<file path="config.mk">
export PLATFORM = sky130hd
export DESIGN_NAME = vertex_fetch_dma
export DESIGN_NICKNAME = d
export VERILOG_FILES = /design/src/rtl/vertex_fetch_dma.sv
export SDC_FILE = /design/constraint.sdc
export NUM_CORES = 1
export LEC_CHECK = 0
export ABC_CLOCK_PERIOD_IN_PS = 8200
export BUFFER_PORTS_ARGS = -buffer_cell sky130_fd_sc_hd__buf_2
export CORE_MARGIN = 2
export CORE_UTILIZATION = 45
export CTS_CLUSTER_SIZE = 24
export DETAILED_ROUTE_END_ITERATION = 8
export GPL_TIMING_DRIVEN = 0
export PLACE_DENSITY = 0.66
export SYNTH_ARGS = -nofsm -noshare
export SYNTH_HDL_FRONTEND = slang
export SYNTH_SLANG_ARGS = --single-unit
</file>
<file path="constraint.sdc">
create_clock -name clk -period 8.2 [get_ports clk]
set_input_delay 0.82 -clock clk [delete_from_list [all_inputs] [get_ports clk]]
set_output_delay 0.82 -clock clk [all_outputs]
set_load 0.02 [all_outputs]
</file>
<file path="src/rtl/vertex_fetch_dma.sv">
// Strided vertex-record DMA: issues in-order reads for count records and streams
// the returned {z,y,x} records through a credit-limited FIFO to the pipeline.
module vertex_fetch_dma #(
  parameter int unsigned FIFO_DEPTH = 4
) (
  input  logic        clk,
  input  logic        reset,
  input  logic        start,
  input  logic [31:0] base_addr,
  input  logic [31:0] vertex_count,
  input  logic [15:0] stride_bytes,
  output logic        busy,
  output logic        done,
  output logic        rd_req_valid,
  input  logic        rd_req_ready,
  output logic [31:0] rd_addr,
  input  logic        rd_resp_valid,
  input  logic [95:0] rd_resp_data,
  output logic        out_valid,
  input  logic        out_ready,
  output logic [31:0] vertex_x,
  output logic [31:0] vertex_y,
  output logic [31:0] vertex_z
);

  localparam int unsigned AW = (FIFO_DEPTH > 2) ? $clog2(FIFO_DEPTH) : 1;

  typedef enum logic [1:0] {IDLE, FETCH, DRAIN} state_t;

  state_t        state_q;
  logic [31:0]   count_q;
  logic [15:0]   stride_q;
  logic [31:0]   addr_q;
  logic [31:0]   issued_q;
  logic [31:0]   received_q;
  logic [31:0]   accepted_q;
  logic          zero_done_q;
  logic [95:0]   mem_q [FIFO_DEPTH];
  logic [AW-1:0] wr_ptr_q;
  logic [AW-1:0] rd_ptr_q;
  logic [AW:0]   fcnt_q;
  logic [AW:0]   fcnt_d;

  logic [31:0] outstanding;
  logic [31:0] occupancy;
  logic        req_valid;
  logic        req_fire;
  logic        push;
  logic        pop;
  logic        last_pop;

  // Credits count both in-flight reads and buffered records, so a push can never hit a full FIFO.
  assign outstanding = issued_q - received_q;
  assign occupancy   = outstanding + 32'(fcnt_q);
  assign req_valid   = (state_q == FETCH) && (issued_q < count_q)
                       && (occupancy < 32'(FIFO_DEPTH));
  assign req_fire    = req_valid && rd_req_ready;
  assign push        = rd_resp_valid && (outstanding != '0);
  assign pop         = (fcnt_q != '0) && out_ready;
  assign last_pop    = pop && (state_q == DRAIN) && (accepted_q + 32'd1 == count_q);

  assign rd_req_valid = req_valid;
  assign rd_addr      = addr_q;
  assign out_valid    = (fcnt_q != '0);
  assign vertex_x     = mem_q[rd_ptr_q][31:0];
  assign vertex_y     = mem_q[rd_ptr_q][63:32];
  assign vertex_z     = mem_q[rd_ptr_q][95:64];
  assign busy         = (state_q != IDLE);
  assign done         = zero_done_q || last_pop;

  always_comb begin
    fcnt_d = fcnt_q;
    case ({push, pop})
      2'b10:   fcnt_d = fcnt_q + (AW+1)'(1);
      2'b01:   fcnt_d = fcnt_q - (AW+1)'(1);
      default: fcnt_d = fcnt_q;
    endcase
  end

  always_ff @(posedge clk) begin
    if (reset) begin
      state_q     <= IDLE;
      count_q     <= '0;
      stride_q    <= '0;
      addr_q      <= '0;
      issued_q    <= '0;
      received_q  <= '0;
      accepted_q  <= '0;
      zero_done_q <= 1'b0;
      wr_ptr_q    <= '0;
      rd_ptr_q    <= '0;
      fcnt_q      <= '0;
      for (int unsigned i = 0; i < FIFO_DEPTH; i++) mem_q[i] <= '0;
    end else begin
      zero_done_q <= 1'b0;
      fcnt_q      <= fcnt_d;
      if (push) begin
        mem_q[wr_ptr_q] <= rd_resp_data;
        wr_ptr_q        <= wr_ptr_q + AW'(1);
        received_q      <= received_q + 32'd1;
      end
      if (pop) begin
        rd_ptr_q   <= rd_ptr_q + AW'(1);
        accepted_q <= accepted_q + 32'd1;
      end
      if (req_fire) begin
        issued_q <= issued_q + 32'd1;
        addr_q   <= addr_q + {16'h0, stride_q};
      end
      // Start handling comes last so its counter clears take priority.
      case (state_q)
        IDLE: begin
          if (start) begin
            if (vertex_count == '0) begin
              zero_done_q <= 1'b1;
            end else begin
              count_q    <= vertex_count;
              stride_q   <= stride_bytes;
              addr_q     <= base_addr;
              issued_q   <= '0;
              received_q <= '0;
              accepted_q <= '0;
              state_q    <= FETCH;
            end
          end
        end
        FETCH: if (req_fire && (issued_q + 32'd1 == count_q)) state_q <= DRAIN;
        DRAIN: if (last_pop) state_q <= IDLE;
        default: state_q <= IDLE;
      endcase
    end
  end

endmodule

</file>
==> impl_results.md <==
* Status: completed
* IO buf count at between 300 and 400
* Min Tclk post-route at between 7 and 8 ns
* Cell with the most instances after synthesis: nor2_1
* Seq/Total Area, Yosys at between 50% and 60%
* Reg clk slew, reported paths at roughly 0.060 ns
* Worst slack at placement at 0.983 ns
* DP Area at 0.0334 mm²
* Crit path required time at ~8.5 ns
* Die ar. at about 0.07 mm²
* Hold_buf cts at 0
* CTS H-tree depth at 2
* Worst r2r path cells at 17
* Maximum achievable frequency at roughly 140 MHz
* Residual DRC count at 0
* Total track usage at between 20% and 30%
* Main area contributors after synthesis: edfxtp_1 38%, dfxtp_1 12%, mux4_2 7.1%
* Number of synthesis warnings at 0
* I/O Pins at roughly 310
* Slew HR at about 29%
* Setup violations, final at 0
* Power per cell area at 207 mW/mm²
* Core ar. at 0.0670 mm²
* Setup slack after layout at between 0.9 and 1 ns
* Area grow syn2layout at 16.0%
* CTS Root Buffer Type: clkbuf_16
* Rows at 95
* Hold EP: stride_q[0]$_SDFFE_PP0P_
* Max VDD drop at between 0.15 and 0.2 mV
* Worst skew pair latency at 0.65 ns
* Yosys reg bits at approximately 570
* Vias in the first global route at about 23000
* Clock skew at roughly 0.054 ns
* Initial Util at 45.4%
* Die H at roughly 260 µm
* CTS Buf Count at 60
* Die width at about 260 µm
* Number of buffers added for setup after CTS at 0
* Initial drt markers at about 2100
* Post-synth cell types at 96
* TNS Setup at 0 ns
* Drt via density at about 5.6
* Syn avg cell area at about 10 µm²
* Detail Route Antenna Nets at 0
* CP arrival at 7.55 ns
* Worst-margin pin slew at between 1 and 1.5 ns
* Initial antenna violation count at 19
* Mapped cell area at ~0.030 mm²
* Hold path depth at 3
* Max Slew Vio Count at 0
* Syn Inst Count at between 2000 and 3000
* Static leakage at approximately 0.014 µW
* Tcrit/Tclk final at between 80% and 90%
* Worst R2R Start: received_q[2]$_SDFF_PP0_
* CTS tree: built
* Design Area, Final at 0.0353 mm²
* Reg2reg end: mem_q[0][2]$_SDFFCE_PN0P_
* Top FF cell, synth: edfxtp_1
* TritonRoute pass-1 iters at 6
* Clk sinks at 572
* Finished Core Util at 52.7%
* First-pass GRT wire length at around 130000 µm
* Worst R2R Setup Slack at between 0.9 and 1 ns
* CP Capture Type: register
* RePlAce Congestion at approximately 0.90
* WL per Instance at between 15 and 20 µm
* Worst Path Max Fanout at slightly above 40
* Total of max-cap violations at 0
* Vias at around 24000
* Synth Net Count at ~3200
* DRT Wirelength at ~84000 µm
* Final hold violations at 0
* Yosys top cell area share at roughly 38%
* FFs w/ async S/R, synth at 0%
* Final net count at 3613
* Startpoint Class: register
* Largest net degree at the start of global routing at 53
* Largest area contributor in the netlist: edfxtp_1
* Min-Delay Path Class: in -> reg
* Commonest cells in the netlist: 391 x nor2_1, 384 x edfxtp_1, 312 x nand2_1, 194 x inv_1, 188 x dfxtp_1
* Post-cts sizing count at 0
* Max Root-Sink Buffers at 3
* Hold_sp: stride_bytes[0]
* Post-synth EDFFs at 384
* GRT overflow at 0
* Unrepaired setup endpoints after global routing: false
* WS Path Type: reg -> reg
* DP HPWL at a little over 60000 µm
* Layout cells sized above 1 at approximately 17%
==> kinds of logic (layout without fill, tap and decap cells) <==
kind of cell               after synthesis  count (layout)  synth area share, %
AOI/OAI and AO/OA                      443             443                 9.51
muxes                                  121             121                 7.94
DFF                                    572             572                 50.2
adders and majority gates               88              88                 3.69
xor gates and xnor gates               186             186                 5.35
and+or+nand+nor                       1189            1189                 18.8
other                                    0              17                    0
buffers and inverters                  357             792                 4.47
==> metrics by stage <==
step                total power, µW  hold slack [ns]  cells
floorplan                      4250            0.440   2956
global route                   7580            0.407   4272
finish                         7300            0.414   4281
global placement               4730            0.448   4142
detailed placement             4750            0.452   4153
CTS                            7350            0.375   4263
==> how the worst max path moves through the flow <==
stage	cells after the start	slack, ns	startpoint	to
after global placement	14	-4.71	received_q[2]$_SDFF_PP0_	mem_q[1][14]$_SDFFCE_PN0P_
after CTS	17	0.97	received_q[2]$_SDFF_PP0_	mem_q[0][2]$_SDFFCE_PN0P_
after global routing	17	0.35	received_q[2]$_SDFF_PP0_	mem_q[0][2]$_SDFFCE_PN0P_
after detailed placement	17	0.98	received_q[2]$_SDFF_PP0_	mem_q[0][76]$_SDFFCE_PN0P_
after floorplan	14	-0.1	received_q[2]$_SDFF_PP0_	mem_q[1][0]$_SDFFCE_PN0P_
final	17	0.94	received_q[2]$_SDFF_PP0_	mem_q[0][2]$_SDFFCE_PN0P_
==> metal layers <==
layer / share of wire [%] / vias up / track usage [%]
li1: - / 11400 / -
met1: 42 / 11500 / 31.5
met4: 2.2 / 10 / 6.43
met3: 8.6 / 111 / 5.55
met2: 47 / 778 / 39.4
met5: 0.063 / - / 0
==> cell type report <==
cell class                      instances  area (µm²)
Inverter                              195         732
Multi-Input combinational cell       2027       13800
Clock inverter                         25         201
Antenna cell                           17        42.5
Buffer                                162         629
Clock buffer                           85        1690
Fill cell                            6042       31700
Timing Repair Buffer                  325        1820
Sequential cell                       572       15300
Tap cell                              873        1090
==> where the power goes <==
part	internal [µW]	total, µW	switching (µW)
clock network	1470	2620	1150
registers	3250	3320	75.2
logic	514	1360	848
total	5230	7300	2080
==> placed cells by master, fill, tap and decap left out, types with 19 or more instances in the layout <==
cell type / instances
a211oi_1: 27
nor2_1: 391
inv_1: 194
nor4_1: 30
mux2i_1: 22
nor3_1: 47
o31ai_1: 21
buf_2: 326
and3_1: 24
nand4_1: 45
o21ai_0: 69
buf_1: 23
or4_1: 24
clkbuf_1: 139
clkbuf_16: 60
nand2_1: 312
xor2_1: 53
a21o_1: 19
dfxtp_1: 188
edfxtp_1: 384
ha_1: 85
a21oi_1: 166
nand3_1: 71
mux4_2: 96
and2_1: 115
xnor2_1: 133
or3_1: 51
a31oi_1: 19
==> flip-flops by register name, summed over array words and instances, names as in the netlist, named ones only <==
| register | flops |
|---|---|
| mem_q | 384 |
| accepted_q | 32 |
| count_q | 32 |
| issued_q | 32 |
| rd_addr | 32 |
| received_q | 32 |
| stride_q | 16 |
| fcnt_q | 3 |
| rd_ptr_q | 2 |
| state_q | 2 |
| wr_ptr_q | 2 |
| zero_done_q | 1 |
==> critical path, cell delays in order, from the launching register on <==
cell and delay (ns):
dfxtp_1 0.42, clkbuf_1 0.44, inv_1 0.10, ha_1 0.34
o21ai_1 0.25, a21oi_2 0.12, o311a_1 0.34, o21ai_1 0.50
a21oi_1 0.16, xor2_1 0.50, a211oi_1 0.17, and3_1 0.21
a31oi_2 0.62, clkinv_1 0.52, nor4_2 0.91, clkbuf_1 0.50
or2_4 0.49, buf_16 0.29
No activity file was read; power rests on OpenSTA's default activity.
